## config.mk

```make
export PLATFORM = sky130hd
export DESIGN_NAME = ip_codma_wr_data_buffer
export DESIGN_NICKNAME = d
export VERILOG_FILES = /design/src/rtl/ip_codma_wr_data_buffer.sv
export SDC_FILE = /design/constraint.sdc
export NUM_CORES = 1
export LEC_CHECK = 0
export ABC_AREA = 0
export CAP_MARGIN = 5
export CORE_ASPECT_RATIO = 0.6
export CORE_MARGIN = 10
export CORE_UTILIZATION = 27
export DETAILED_ROUTE_END_ITERATION = 10
export SETUP_SLACK_MARGIN = 0.2
export SYNTH_ARGS = -nofsm -noshare
export SYNTH_HDL_FRONTEND = slang
export SYNTH_SLANG_ARGS = --single-unit
```

## constraint.sdc

```tcl
create_clock -name clk_i -period 33.3 [get_ports clk_i]
set_clock_uncertainty 0.15 [all_clocks]
set_input_delay 9.99 -clock clk_i [delete_from_list [all_inputs] [get_ports clk_i]]
set_output_delay 9.99 -clock clk_i [all_outputs]
set_load 0.05 [all_outputs]
```

## src/rtl/ip_codma_wr_data_buffer.sv

```systemverilog
// Ping-pong staging buffer between the CODMA read and write machines; drains 8x32 bursts as 64-bit beats.
// Define CODMA_WRBUF_BSWAP_EN to byte-reverse every 32-bit word on capture.
module ip_codma_wr_data_buffer #(
    parameter int NUM_BANKS = 2,
    parameter int BEAT_W    = 64
) (
    input  logic              clk_i,
    input  logic              reset_n_i,
    input  logic              stop_i,
    input  logic              load_i,
    input  logic [3:0]        size_i,
    input  logic [255:0]      data_i,
    output logic [BEAT_W-1:0] wr_data_o,
    output logic              wr_valid_o,
    input  logic              wr_ready_i,
    output logic              wr_last_o,
    output logic [3:0]        wr_size_o,
    output logic [7:0]        wr_word_count_o,
    output logic              full_o,
    output logic              empty_o,
    output logic              size_err_o,
    output logic              ovf_err_o
);

    localparam int PTR_W = (NUM_BANKS > 1) ? $clog2(NUM_BANKS) : 1;
    localparam logic [PTR_W:0] FULL_CNT = (PTR_W+1)'(NUM_BANKS);

    typedef enum logic [1:0] {
        BUF_IDLE,
        BUF_DRAIN,
        BUF_LAST
    } bufState_t;

    function automatic logic [2:0] beatsOf(input logic [3:0] size);
        case (size)
            4'd9:    beatsOf = 3'd4;
            4'd8:    beatsOf = 3'd2;
            4'd3:    beatsOf = 3'd1;
            default: beatsOf = 3'd0;
        endcase
    endfunction

    function automatic logic [255:0] captureData(input logic [255:0] d);
        logic [255:0] r;
`ifdef CODMA_WRBUF_BSWAP_EN
        for (int w = 0; w < 8; w++) begin
            for (int b = 0; b < 4; b++) begin
                r[32*w + 8*b +: 8] = d[32*w + 8*(3-b) +: 8];
            end
        end
`else
        r = d;
`endif
        return r;
    endfunction

    bufState_t          r_state;
    logic [255:0]       r_bankData [NUM_BANKS];
    logic [3:0]         r_bankSize [NUM_BANKS];
    logic [NUM_BANKS-1:0] r_bankValid;
    logic [PTR_W-1:0]   r_wrPtr;
    logic [PTR_W-1:0]   r_rdPtr;
    logic [PTR_W:0]     r_count;
    logic [1:0]         r_beatIdx;
    logic [1:0]         r_lastIdx;

    logic               w_handshake;
    logic               w_finalAccept;
    logic [2:0]         w_loadBeats;
    logic               w_loadLegal;
    logic               w_loadAccept;
    logic               w_loadOvf;
    logic [255:0]       w_loadData;
    logic               w_srcValid;
    logic [255:0]       w_srcData;
    logic [3:0]         w_srcSize;
    logic [2:0]         w_srcBeats;
    logic [1:0]         w_srcLastIdx;
    logic [1:0]         w_nextIdx;
    logic [PTR_W:0]     w_countNext;
    logic [NUM_BANKS-1:0] w_bankValidNext;

    assign w_handshake   = wr_valid_o && wr_ready_i;
    assign w_finalAccept = (r_state == BUF_LAST) && w_handshake;
    assign w_loadBeats   = beatsOf(size_i);
    assign w_loadLegal   = |w_loadBeats;
    // A bank whose final beat is accepting this cycle is free for the incoming burst.
    assign w_loadAccept  = load_i && w_loadLegal && (!full_o || w_finalAccept);
    assign w_loadOvf     = load_i && w_loadLegal && full_o && !w_finalAccept;
    assign w_loadData    = captureData(data_i);

    // An empty buffer starts draining straight from the incoming load to get one-cycle latency.
    assign w_srcValid    = r_bankValid[r_rdPtr] || (w_loadAccept && (r_wrPtr == r_rdPtr));
    assign w_srcData     = r_bankValid[r_rdPtr] ? r_bankData[r_rdPtr] : w_loadData;
    assign w_srcSize     = r_bankValid[r_rdPtr] ? r_bankSize[r_rdPtr] : size_i;
    assign w_srcBeats    = beatsOf(w_srcSize);
    assign w_srcLastIdx  = w_srcBeats[1:0] - 2'd1;
    assign w_nextIdx     = r_beatIdx + 2'd1;

    always_comb begin
        w_bankValidNext = r_bankValid;
        if (w_finalAccept) begin
            w_bankValidNext[r_rdPtr] = 1'b0;
        end
        if (w_loadAccept) begin
            w_bankValidNext[r_wrPtr] = 1'b1;
        end
    end

    always_comb begin
        w_countNext = r_count;
        case ({w_loadAccept, w_finalAccept})
            2'b10:   w_countNext = r_count + 1'b1;
            2'b01:   w_countNext = r_count - 1'b1;
            default: w_countNext = r_count;
        endcase
    end

    always_ff @(posedge clk_i) begin
        if (w_loadAccept && !stop_i) begin
            r_bankData[r_wrPtr] <= w_loadData;
            r_bankSize[r_wrPtr] <= size_i;
        end
    end

    always_ff @(posedge clk_i or negedge reset_n_i) begin
        if (!reset_n_i) begin
            r_state         <= BUF_IDLE;
            r_bankValid     <= '0;
            r_wrPtr         <= '0;
            r_rdPtr         <= '0;
            r_count         <= '0;
            r_beatIdx       <= 2'd0;
            r_lastIdx       <= 2'd0;
            wr_valid_o      <= 1'b0;
            wr_data_o       <= '0;
            wr_last_o       <= 1'b0;
            wr_size_o       <= 4'd0;
            wr_word_count_o <= 8'd0;
            full_o          <= 1'b0;
            empty_o         <= 1'b1;
            size_err_o      <= 1'b0;
            ovf_err_o       <= 1'b0;
        end else if (stop_i) begin
            r_state         <= BUF_IDLE;
            r_bankValid     <= '0;
            r_wrPtr         <= '0;
            r_rdPtr         <= '0;
            r_count         <= '0;
            r_beatIdx       <= 2'd0;
            r_lastIdx       <= 2'd0;
            wr_valid_o      <= 1'b0;
            wr_last_o       <= 1'b0;
            wr_word_count_o <= 8'd0;
            full_o          <= 1'b0;
            empty_o         <= 1'b1;
            size_err_o      <= 1'b0;
            ovf_err_o       <= 1'b0;
        end else begin
            if (load_i && !w_loadLegal) begin
                size_err_o <= 1'b1;
            end
            if (w_loadOvf) begin
                ovf_err_o <= 1'b1;
            end
            if (w_loadAccept) begin
                r_wrPtr <= r_wrPtr + 1'b1;
            end
            if (w_finalAccept) begin
                r_rdPtr <= r_rdPtr + 1'b1;
            end
            r_bankValid <= w_bankValidNext;
            r_count     <= w_countNext;
            full_o      <= (w_countNext == FULL_CNT);
            empty_o     <= (w_countNext == '0);

            case (r_state)
                BUF_IDLE: begin
                    if (w_srcValid) begin
                        wr_valid_o      <= 1'b1;
                        wr_data_o       <= w_srcData[BEAT_W-1:0];
                        wr_size_o       <= w_srcSize;
                        wr_word_count_o <= 8'd0;
                        r_beatIdx       <= 2'd0;
                        r_lastIdx       <= w_srcLastIdx;
                        if (w_srcBeats == 3'd1) begin
                            wr_last_o <= 1'b1;
                            r_state   <= BUF_LAST;
                        end else begin
                            wr_last_o <= 1'b0;
                            r_state   <= BUF_DRAIN;
                        end
                    end
                end
                BUF_DRAIN: begin
                    if (w_handshake) begin
                        wr_data_o       <= r_bankData[r_rdPtr][{w_nextIdx, 6'b0} +: BEAT_W];
                        wr_word_count_o <= {5'd0, w_nextIdx, 1'b0};
                        r_beatIdx       <= w_nextIdx;
                        if (w_nextIdx == r_lastIdx) begin
                            wr_last_o <= 1'b1;
                            r_state   <= BUF_LAST;
                        end
                    end
                end
                BUF_LAST: begin
                    // Always return through idle so bursts are separated by one bubble.
                    if (w_handshake) begin
                        wr_valid_o      <= 1'b0;
                        wr_last_o       <= 1'b0;
                        wr_word_count_o <= 8'd0;
                        r_state         <= BUF_IDLE;
                    end
                end
                default: begin
                    r_state <= BUF_IDLE;
                end
            endcase
        end
    end

endmodule

```

After elaboration in Yosys (flattened, before gate mapping) --
Memories as Yosys holds them, arrays and structs flattened. Index checks and enable logic that the tools add are counted.
Storage, ports and cells: bits of input ports 265, bits in registers 94, memories 2, bits in writable memories 520
Cells by class: eq/ne operators 20, shifts and indexed selects 1, bitwise logic cells 4, mux-type cells 59, reduce and logical (&&, ||, !) cells 38, order comparisons 4, add/sub/neg operators 6
Memory list:
- r_bankData | words 2, bits a word 256, read ports 1, clocked after Yosys merged registers in 0, write ports 1, line 58 | logic [255:0] r_bankData [NUM_BANKS];
- r_bankSize | words 2, bits a word 4, read ports 1, clocked after Yosys merged registers in 0, write ports 1, line 59 | logic [3:0] r_bankSize [NUM_BANKS];
Operator list (number):
- $shiftx A256 B9 Y64 | 1
- $mux W64 | 3
- $pmux W64 S2 | 1
- $mux W2 | 16
- $mux W8 | 4
- $mux W1 | 24
- $pmux W8 S3 | 1
- $pmux W3 S3 | 2
- $eq A4 B4 Y1 const B | 4
- $reduce_bool A2 Y1 | 7
- $ne A3 B3 Y1 const B | 4
- $reduce_and A4 Y1 | 3
- $logic_and A1 B1 Y1 | 11
- $reduce_and A3 Y1 | 3
- $eq A4 B2 Y1 const B | 2
- $pmux W2 S2 | 2
- $eq A2 B2 Y1 const B | 3
- $pmux W2 S3 | 1
- $reduce_bool A3 Y1 | 2
- $reduce_and A5 Y1 | 1
- $add A2 B1 Y2 const B | 2
- $eq A2 B1 Y1 const B | 2
- $logic_not A1 Y1 | 4
- $logic_not A2 Y1 | 2
- 20 further kinds | 27

Longest topological paths before layout --
Gate-level depths: netlist of the first run.
depth after elaboration 10, gate-level depth with buffers 12

Least setup slack after synthesis of the first run --
OpenSTA, ideal clock, no wires.
path kind input port to flip-flop, from input size_i[3], to memory r_bankData[1][0] (enable), cell stages on the path 3, setup slack 3919 ps, setup time 1202 ps, buffers on the path 0, arrival 28029 ps, data required time 31948 ps, cells stage by stage and4bb_1 -> o221ai_4 -> nor3_1
On the way: cells in the longest elaborated chain, start to end 8
RTL lines:
- start, declared | line 11 | input logic [3:0] size_i,
- $eq A4 B2 Y1 or $eq A4 B4 Y1 (tied branches) | line 35 | case (size)
- $pmux W3 S3 * | line 35
- $reduce_or A3 Y1 * | line 86 | assign w_loadLegal = |w_loadBeats;
- $logic_and A1 B1 Y1 * (2 in series) | line 88 | assign w_loadAccept = load_i && w_loadLegal && (!full_o || w_finalAccept);
- $logic_and A1 B1 Y1 * | line 120 | if (w_loadAccept && !stop_i) begin
- $mux W1 * | line 120
- $mux W1 (not written as such) * | line 121 | r_bankData[r_wrPtr] <= w_loadData;
- end, declared | line 58
Every way passes the cells marked *; elsewhere a longest branch is shown, timed or not.

Worst setup path in the final report of the first run --
from input size_i[1], to memory r_bankData[0][76] (enable)
The elaborated chain is that of the path after synthesis.

==> metrics.csv, run 1 <==
metric,value,unit
run_status,completed,
synth_top_flop_cell,edfxtp_1,
timing.critical_path.cells,clkdlybuf4s50_1 -> and4bb_1 -> o221ai_4 -> nor3_2 -> buf_4 -> buf_4,
avgViaCountPerCell,4.610,
gr-usage-met1,16.75,%
cp.arrival,12.99,ns
max-cap-violations,0,
critical_path_class,in -> reg,
cts_made_buffers,60,
relSlewSlack,34.89,%
global_route.usage.met2,20.22,%
final_max_slew_viol_count,0,
postLayoutSetupSlackWorst,20.41,ns
placementRows,86,
netlist.top_cell.by_area,edfxtp_1,
wl_per_cell,22.52,um
grt_use_met3,2.940,%
timing.reg2reg.worst_path_depth,7,
ys_async_sr_fraction,14.47,%
syn_avg_cell_area,17.92,sq um
seq_area_frac_synth,71.06,%
rd_place_congestion,0.7395,
power.static_leakage,10.25,nW
peak_clock_frequency_supported_by_timing,0.07755,GHz
whs_path_depth,2,
finalSetupViolations,0,
fp.dieArea,0.1059,sq mm
crit_fanout,64,
synth_top_cell_area_share,62.27,%
post_cts_hold_buffer_count,0,
grt_max_degree,89,
synth.yosys.warnings,0,
fp.dieW,413.4,um
io_pins,347,
fin_tns_setup,0,ns
critical_path_buf_inv_count,3,
synthDistinctLibCells,50,
cp_data_required_time,33.40,ns
timing.final.crit_period,12.89,ns
synthTopCellsByArea,"edfxtp_1 (62%), dfrtp_1 (8.7%), mux4_2 (8.2%)",
worst-r2r-setup-slack,29.09,ns
cp_slowest_stage_delay,0.84,ns
synth_cells,1399,
timing.final.hold_violations,0,
filler_cell_count,8674,
fin_hold_ws,0.3589,ns
placeableCoreArea,0.09200,sq mm
worstSetupStartpointType,input pin,
cts_tree,done,
route.vias.total,13951,
grt_pass1_vias,14859,
critical_path.endpoint_type,register,
clock_root_cell,clkbuf_16,
nets,2008,
finalWirelength,68.14,mm
grt_antenna_before_repair,7,
worst-path-stages,6,
vdd.ir_drop.worst,39.36,uV
io_buffers,340,
rsz_0062_raised_after_global_routing,false,
critPathTopFamily,buffers and inverters,
clk_pin_slew_worst_paths,0.06,ns
layout_worst_path_cycle_share,38.72,%
critPathMostFrequentCell,buf_4,
postCtsResizedCells,0,
global_route_wire_length_before_repair,99.73,mm
yosys.cell_count.top_type,edfxtp_1,
grt_remaining_overflow,0,
post_cts_setup_bufs,0,
floorplan.initialDensity,27.26,%
max_slew.worst_pin.slew,0.9766,ns
h_tree_lvls,2,
clock_latency,0.64,ns
min-delay-path-class,reg -> reg,
synth_top_cells_by_count,"edfxtp_1 (520), o21ai_0 (134), mux2i_1 (114)",
post-dp-hpwl,43.86,mm
drive_gt1_share,18.39,%
ctsLongestPathBuffers,3,
critical-path-slowest-cell,buf_4,
ant_nets,0,
dieHeight,256.1,um
numClockSinks,608,
register_bit_count_reported_by_yosys,608,
groute.usage.overall,12.43,%
drt-pass1-iter-count,5,
power_density_over_cell_area,67.22,mW/mm^2
place_ws,19.73,ns
mappedNetlistArea,0.02508,sq mm
grt_most_used_layer,met2,
post-route-drc-count,0,
drt_iter0_markers,1098,
number_of_flops_mapped_to_enable_cells_by_yosys,520,
fin_total_pwr,0.002139,W
area_growth_from_synthesis_to_final_layout,26.92,%
area by class of cell:
type	count	area, sq um	area share (%)
Inverter	11	41.29	0.1297
Timing Repair Buffer	365	3601	11.31
Clock buffer	80	1639	5.150
Clock inverter	34	384.1	1.207
Antenna cell	5	12.51	0.03931
Tap cell	1232	1541	4.843
Multi-Input combinational cell	691	6778	21.30
Sequential cell	608	17830	56.02
through the flow:
stage / instance area (sq um) / cells / utilization, %
floorplan: 25090 / 1404 / -
global placement: 29790 / 2907 / 32.38
detailed placement: 29790 / 2907 / 32.38
CTS: 31810 / 3021 / 34.58
global route: 31820 / 3023 / 34.59
finish: 31830 / 3026 / 34.59
cells in the final DEF (no fill, tap or decap), types with 5 or more instances in the layout:
| cell type | Yosys | routed |
|---|---|---|
| clkbuf_16 | 0 | 62 |
| nand2_1 | 98 | 98 |
| a21oi_1 | 10 | 10 |
| diode_2 | 0 | 5 |
| ha_1 | 6 | 5 |
| nand2b_1 | 6 | 6 |
| clkbuf_1 | 47 | 16 |
| mux4_2 | 91 | 91 |
| o21ai_0 | 134 | 134 |
| clkinvlp_4 | 0 | 5 |
| inv_1 | 10 | 10 |
| clkdlybuf4s50_1 | 0 | 339 |
| clkinv_2 | 0 | 12 |
| conb_1 | 1 | 6 |
| mux2i_1 | 114 | 114 |
| mux2_4 | 60 | 61 |
| dfrtp_1 | 87 | 84 |
| a22oi_1 | 38 | 38 |
| mux2_2 | 38 | 37 |
| nor2_1 | 12 | 11 |
| buf_4 | 15 | 25 |
| bufinv_16 | 0 | 6 |
| o211ai_1 | 37 | 37 |
| edfxtp_1 | 520 | 520 |
per-layer routing:
| metal | wire [um] | up-vias |
|---|---|---|
| li1 | - | 6244 |
| met1 | 30110 | 7184 |
| met2 | 32510 | 429 |
| met3 | 4401 | 90 |
| met4 | 1094 | 4 |
| met5 | 19 | - |
worst paths after layout:
kind                                        startpoint                           to
worst max-delay path                         size_i[1]  r_bankData[0][76]$_DFFE_PP_
worst min-delay path            size_err_o$_DFFE_PN0P_       size_err_o$_DFFE_PN0P_
worst max register to register     r_rdPtr$_DFFE_PN0P_    wr_data_o[47]$_DFFE_PN0P_
worst min register to register  size_err_o$_DFFE_PN0P_       size_err_o$_DFFE_PN0P_
max in group asynchronous                    reset_n_i          r_rdPtr$_DFFE_PN0P_
min in group asynchronous                    reset_n_i    wr_data_o[31]$_DFFE_PN0P_
worst min-delay path: cells and delay by family, from the launching register on:
family             cells  cell delay [ns]
DFF                    1             0.34
and+or+nand+nor        1             0.08
AOI/OAI and AO/OA      1             0.04
state kept, by name (all words and copies together), names as in the netlist:
register,flops
empty_o,1
full_o,1
ovf_err_o,1
r_bankData,512
r_bankSize,8
r_bankValid,2
r_beatIdx,2
r_count,2
r_lastIdx,2
r_rdPtr,1
r_state,2
r_wrPtr,1
size_err_o,1
wr_data_o,64
wr_last_o,1
wr_size_o,4
wr_valid_o,1
wr_word_count_o,2
kinds of logic after synthesis:
family | count (synthesis) | share of synthesized area, %
AOI/OAI and AO/OA | 237 | 5.938
xor gates and xnor gates | 6 | 0.2096
adders and majority gates | 6 | 0.2994
buffers and inverters | 105 | 2.156
DFF | 608 | 71.06
muxes | 303 | 18.02
other | 1 | 0.01495
and+or+nand+nor | 133 | 2.300
report_power, final:
group / total [W] / switching, W / internal [W] / leakage, nW
sequential: 0.000925 / 0.0000448 / 0.000880 / 5.76
clock: 0.000698 / 0.000302 / 0.000397 / 0.982
combinational: 0.000516 / 0.000299 / 0.000217 / 3.51
Power figures use the tool's default switching activity.
==> run 2: changes to the inputs <==
==> constraint.sdc (replaced) <==
create_clock -name clk_i -period 12.2 [get_ports clk_i]
set_clock_uncertainty 0.15 [all_clocks]
set_input_delay 3.66 -clock clk_i [delete_from_list [all_inputs] [get_ports clk_i]]
set_output_delay 3.66 -clock clk_i [all_outputs]
set_load 0.05 [all_outputs]
==> metrics.csv, run 2 (synthesized netlist as in run 1, its figures left out) <==
metric,value,unit
grt_antenna_before_repair,13,
layout_worst_path_cycle_share,54.93,%
largestRegisters,"r_bankData (512), wr_data_o (64), r_bankSize (8)",
fp.dieW,413.4,um
vdd.ir_drop.worst,117.2,uV
area_growth_from_synthesis_to_final_layout,26.98,%
mostFrequentLayoutCells,"edfxtp_1 (520), clkdlybuf4s50_1 (339), o21ai_0 (134)",
power_density_over_cell_area,182.9,mW/mm^2
nets,2004,
grt_remaining_overflow,0,
relSlewSlack,22.40,%
drive_gt1_share,18.55,%
timing.final.crit_period,6.701,ns
max-cap-violations,0,
clock_latency,0.62,ns
final_max_slew_viol_count,0,
finalWirelength,66.24,mm
critical_path.endpoint_type,register,
crit_fanout,69,
finalSetupViolations,0,
io_buffers,340,
avgViaCountPerCell,4.554,
flip_flop_count_of_the_largest_register_all_copies_and_words_added,512,
worstSetupStartpointType,input pin,
post_cts_setup_bufs,0,
clk_pin_slew_worst_paths,0.07,ns
max_slew.worst_pin.slew,1.164,ns
filler_cell_count,8653,
post-dp-hpwl,42.53,mm
rd_place_congestion,0.7298,
most_common_cell_after_layout_fill_and_taps_aside,edfxtp_1,
grt_pass1_vias,14581,
min-delay-path-class,reg -> reg,
drt_iter0_markers,909,
placeableCoreArea,0.09200,sq mm
regMostFlops,r_bankData,
route.vias.total,13752,
cp.arrival,6.79,ns
placementRows,86,
cts_made_buffers,59,
h_tree_lvls,2,
ant_nets,0,
postLayoutSetupSlackWorst,5.499,ns
fp.dieArea,0.1059,sq mm
numClockSinks,608,
run_status,completed,
grt_max_degree,133,
clock_root_cell,clkbuf_16,
dieHeight,256.1,um
cts_tree,done,
post-route-drc-count,0,
global_route_wire_length_before_repair,97.59,mm
ctsLongestPathBuffers,3,
drt-pass1-iter-count,5,
peak_clock_frequency_supported_by_timing,0.1492,GHz
rsz_0062_raised_after_global_routing,false,
post_cts_hold_buffer_count,0,
power.static_leakage,10.27,nW
place_ws,4.852,ns
groute.usage.overall,12.14,%
io_pins,347,
timing.final.hold_violations,0,
postCtsResizedCells,0,
wl_per_cell,21.93,um
floorplan.initialDensity,27.26,%
finalNonFillerCells,3020,
fin_tns_setup,0,ns
cp_data_required_time,12.29,ns
placed_cells,2904,
critical_path_class,in -> reg,
run 2: layout make-up:
| type | instances | area [sq um] | area share, % |
|---|---|---|---|
| Antenna cell | 4 | 10.01 | 0.03144 |
| Clock buffer | 73 | 1610 | 5.057 |
| Clock inverter | 39 | 414.1 | 1.301 |
| Inverter | 11 | 41.29 | 0.1297 |
| Multi-Input combinational cell | 691 | 6790 | 21.33 |
| Sequential cell | 608 | 17830 | 56.00 |
| Tap cell | 1232 | 1541 | 4.841 |
| Timing Repair Buffer | 362 | 3603 | 11.32 |
run 2: worst paths after layout:
kind,start,end,slack [ns],cells after the start
max,size_i[1],r_bankData[1][17]$_DFFE_PP_,5.50,6
min,wr_data_o[37]$_DFFE_PN0P_,wr_data_o[37]$_DFFE_PN0P_,0.36,1
max reg2reg,r_rdPtr$_DFFE_PN0P_,wr_data_o[40]$_DFFE_PN0P_,8.02,7
min reg2reg,wr_data_o[37]$_DFFE_PN0P_,wr_data_o[37]$_DFFE_PN0P_,0.36,1
max in group asynchronous,reset_n_i,r_rdPtr$_DFFE_PN0P_,7.54,2
min in group asynchronous,reset_n_i,wr_data_o[41]$_DFFE_PN0P_,2.89,1
run 2: layer usage:
layer / global-route usage [%] / share of wire [%] / wire length (um) / up-vias
met5: 0 / 0.089 / 59 / -
met4: 2.931 / 2.1 / 1420 / 10
met3: 3.087 / 6.2 / 4091 / 95
met2: 19.63 / 48 / 31530 / 350
met1: 16.18 / 44 / 29140 / 7072
li1: - / - / - / 6225
run 2: power breakdown:
part | internal [W] | switching (W)
combinational | 0.000592 | 0.000808
clock | 0.00109 | 0.000809
sequential | 0.00240 | 0.000122
run 2: worst max-delay path: stages:
cell and delay, ns:
clkdlybuf4s50_1 0.60, and4bb_1 0.35, o221ai_4 0.24, nor3_4 0.23
buf_4 0.73, buf_4 0.79
run 2: through the flow:
| step | area [sq um] | power, W | hold slack (ns) | utilization, % |
|---|---|---|---|---|
| after floorplan | 25100 | 0.003456 | 0.3338 | - |
| after global placement | 29810 | 0.003970 | 0.3461 | 32.40 |
| after detailed placement | 29810 | 0.003985 | 0.3425 | 32.40 |
| after CTS | 31830 | 0.005915 | 0.3649 | 34.60 |
| after global routing | 31840 | 0.006066 | 0.3762 | 34.61 |
| final | 31840 | 0.005824 | 0.3598 | 34.61 |
==> patch 1 (config.mk and constraints of run 2) <==
Encoding of `bufState_t`: now one-hot (3 bits for 3 states).
--- a/src/rtl/ip_codma_wr_data_buffer.sv
+++ b/src/rtl/ip_codma_wr_data_buffer.sv
@@ -27,6 +27,6 @@
 
-    typedef enum logic [1:0] {
-        BUF_IDLE,
-        BUF_DRAIN,
-        BUF_LAST
+    typedef enum logic [2:0] {
+        BUF_IDLE  = 3'b001,
+        BUF_DRAIN = 3'b010,
+        BUF_LAST  = 3'b100
     } bufState_t;
Formal check against the unedited RTL: same outputs for any inputs over 4 cycles, from zero or initial values and one cycle with reset_n_i low; so few cycles prove little.
==> patch 1 against run 2 <==
Wire length grew 5.8%. Cell area is essentially flat. Sequential cell count grew 1. Setup slack lost 0.36 ns. Synthesized area grew 1.0%. Global-route usage grew 0.45 points. Maximum frequency shrank 5.1%. Total power shrank 13%.
==> patch 1: results (changes against run 2) <==
| Metric | Value |
|---|---|
| Outcome | `finished clean` |
| Adder-cell area share of the yosys netlist | `0.148% (-0.15 points)` |
| Drt total wl | `70100 microns (+5.8%)` |
| HP Class | `flop to flop` |
| Count of cell types in the netlist | `56 (+12%)` |
| Layout cells sized above 1 | `13.8% (-4.8 points)` |
| Async set-reset flop share out of synthesis | `14.6% (+0.14 points)` |
| P_leak | `10.0 nW (-2.3%)` |
| H-tree depth | `2 (unchanged)` |
| Initial antenna violation count | `8 (-5)` |
| Iteration-0 DRC count of the detailed router | `973 (+7.0%)` |
| Multiplexer share of the synthesized area | `18.2% (+0.18 points)` |
| Largest net degree at the start of global routing | `134 (+0.75%)` |
| Nets@finish | `2135 (+6.5%)` |
| Via count | `14400 (+4.9%)` |
| Tightest Pin Transition | `1.15 ns (-0.0145 ns)` |
| HP Start | `wr_data_o[43]` |
| Placed Area | `30000 sq um (+0.61%)` |
| Worst-case reg-to-reg path depth | `5 (-2)` |
| Drt first pass iters | `5 (unchanged)` |
| Post-synth top cells | `edfxtp_1, mux2i_1, o21ai_0` |
| Max VDD drop | `102 uV (-13%)` |
| Sequential-to-total area share from yosys stat | `70.4% (-0.63 points)` |
| Gpl congestion | `0.788 (+7.9%)` |
| CTS buffer count | `58 (-1.7%)` |
| Synth Area in XOR/XNOR | `0.242% (+0.032 points)` |
| Worst setup path startpoint | `stop_i` |
| Total track usage | `12.6% (+0.45 points)` |
| Worst Path Max Fanout | `44 (-36%)` |
| Final instance count without filler cells | `3150 (+4.3%)` |
| Top cells by area, synth | `edfxtp_1, mux2i_1, dfrtp_1` |
| Crit path DAT | `7.41 ns (+0.62 ns)` |
| Synth Area in Compound Gates | `5.67% (-0.27 points)` |
| Placed Instances | `3039 (+4.6%)` |
| Dpl hpwl | `45300 microns (+6.6%)` |
| Synth Instances | `1542 (+10%)` |
| Vias in the first global route | `15400 (+5.4%)` |
| Global-route wire length before repair | `103000 microns (+5.3%)` |
## patch 1: cell count changes in the layout (fill, tap and decap cells not counted), moves of 38 or more
cell | before | now
mux2i_1 | 114 | 266
o22ai_1 | 0 | 100
nor2_1 | 11 | 75
mux4_2 | 91 | 31
nand2_1 | 98 | 39
a22oi_1 | 38 | 0
## patch 1: cells by family after synthesis
group,Yosys count
compound gates,237
xor+xnor,7
fa+ha+maj,3
buf+inv,139
flops,609
mux,398
other cells,1
simple gates,148
## patch 1: path summary, 6_finish.rpt
kind	end	slack [ns]
min in group asynchronous	wr_data_o[30]	2.88
min	wr_data_o[43]	0.36
min reg2reg	wr_data_o[43]	0.36
max reg2reg	wr_data_o[1]	8.11
max in group asynchronous	r_beatIdx[1]	7.69
max	wr_data_o[1]	5.14
## patch 1: per-layer routing
metal  GRT usage [%]  vias to the layer above  share of wire, %
li1                -                     6622                 -
met1            16.5                     7358                44
met2            21.2                      363                49
met3            2.91                       81               5.6
met4            2.56                        8               1.3
met5               0                        -             0.056
## patch 1: area by class of cell
cell class	count	area, sq um
fillers	8739	60600
flip-flops and latches	609	17900
multi-input cells	799	6860
repair buffers	359	3580
well taps	1232	1540
clock buffers	69	1520
clock inverters	39	323
inverters	40	150
diodes	3	7.51
## patch 1: metrics by stage
| step | total power [W] | worst slack [ns] | utilization [%] |
|---|---|---|---|
| detailed placement | 0.00336 | 4.52 | 32.4 |
| floorplan | 0.00297 | -3.06 | - |
| finish | 0.00509 | 5.14 | 34.4 |
| global placement | 0.00335 | 4.55 | 32.4 |
| CTS | 0.00517 | 5.21 | 34.4 |
| global route | 0.00529 | 5.06 | 34.4 |
## patch 1: power by group
group / total, W / switching [W] / internal [W]
clock: 0.00178 / 0.000797 / 0.000979
combinational: 0.000855 / 0.000525 / 0.000330
sequential: 0.00246 / 0.0000841 / 0.00237
## patch 1: critical path, cell delays in order
cell,delay [ns]
clkdlybuf4s50_1,0.86
or3_1,0.66
o21bai_4,0.82
buf_4,0.91
mux2_2,0.42
==> patch 2 (config.mk and constraints of run 2) <==
Made on the original files. The parameter `BEAT_W` goes from 64 to 128.
--- a/src/rtl/ip_codma_wr_data_buffer.sv
+++ b/src/rtl/ip_codma_wr_data_buffer.sv
@@ -4,3 +4,3 @@
     parameter int NUM_BANKS = 2,
-    parameter int BEAT_W    = 64
+    parameter int BEAT_W    = 128
 ) (
Ports: changed (resized wr_data_o); port bits go from 347 to 411. No check against the original RTL was run, so the function may have changed too.
==> patch 2 against run 2 <==
Sequential cell count grew 64. Wire length grew 48%. Critical path depth grew 2. Die area grew 26%. Setup slack lost 0.18 ns. First-iteration DRC count grew 77%. Cell area grew 26%. Synthesized area grew 28%. Count of clock-buffer cells in the layout grew 25. Clock power grew 21%. Core utilization shrank 0.47 points. Total power grew 32%. Critical path type unchanged.
==> patch 2: results (changes against run 2) <==
| Metric | Value |
|---|---|
| Cell-internal power | `0.00508 W (+24%)` |
| Outcome | `finished clean` |
| H-tree depth | `3 (+1)` |
| Max Freq | `145 MHz (-2.6%)` |
| CP endpoint | `wr_data_o[89]` |
| Top cells by area, synth | `edfxtp_1, mux4_2, dfrtp_1` |
| Worst Hold Endpoint | `wr_data_o[75]` |
| Worst Path Max Fanout | `40 (-42%)` |
| Synth Instances | `1901 (+36%)` |
| Gpl congestion | `0.743 (+1.8%)` |
| Tightest Pin Transition | `1.21 ns (+0.0476 ns)` |
| Async set-reset flop share out of synthesis | `22.6% (+8.1 points)` |
| Max VDD drop | `193 uV (+65%)` |
| Layout cells sized above 1 | `23.2% (+4.6 points)` |
| Placed Instances | `3756 (+29%)` |
| Dpl hpwl | `61100 microns (+44%)` |
| Total track usage | `14.1% (+2.0 points)` |
| Post-synth top cells | `edfxtp_1, mux4_2, dfrtp_1` |
| Clock latency on the worst-skew pair | `0.64 ns (+0.02 ns)` |
| Initial antenna violation count | `7 (-6)` |
| Crit path DAT | `7.24 ns (+0.45 ns)` |
| Max incr delay on CP | `0.76 ns (-0.03 ns)` |
| Via count | `19800 (+44%)` |
| CTS buffer count | `72 (+22%)` |
| Avg WL per Cell | `25.1 microns (+14%)` |
| Largest net degree at the start of global routing | `140 (+5.3%)` |
| R2R setup slack | `6.93 ns (-1.09 ns)` |
| Adder-cell area share of the yosys netlist | `0.234% (-0.066 points)` |
| Global-route wire length before repair | `144000 microns (+48%)` |
| P_leak | `13.1 nW (+27%)` |
| Largest regs | `r_bankData (512), wr_data_o (128), r_bankSize (8)` |
| Filler cell count | `11300 (+30%)` |
[patch 2: final cells by class]
| cell class | instances | area (sq um) | share of cell area [%] |
|---|---|---|---|
| inverters | 10 | 40.0 | 0.0998 |
| flip-flops and latches | 672 | 19400 | 48.5 |
| clock inverters | 35 | 378 | 0.942 |
| well taps | 1584 | 1980 | 4.94 |
| diodes | 3 | 7.51 | 0.0187 |
| repair buffers | 436 | 4330 | 10.8 |
| multi-input cells | 1054 | 11900 | 29.6 |
| clock buffers | 98 | 2090 | 5.20 |
[patch 2: power by group through the flow]
stage	logic [W]	registers, W	clock network [W]
after global routing	0.00256	0.00295	0.00247
final	0.00244	0.00292	0.00230
after global placement	0.00243	0.00297	0
after CTS	0.00247	0.00293	0.00238
after floorplan	0.000879	0.00370	0
after detailed placement	0.00246	0.00297	0
[patch 2: per-layer routing]
metal	share of wire (%)	vias up	global-route usage [%]
li1	-	8551	-
met1	42	10500	18.1
met2	50	689	24.2
met3	6.4	125	3.43
met4	1.8	6	3.31
met5	0.034	-	0
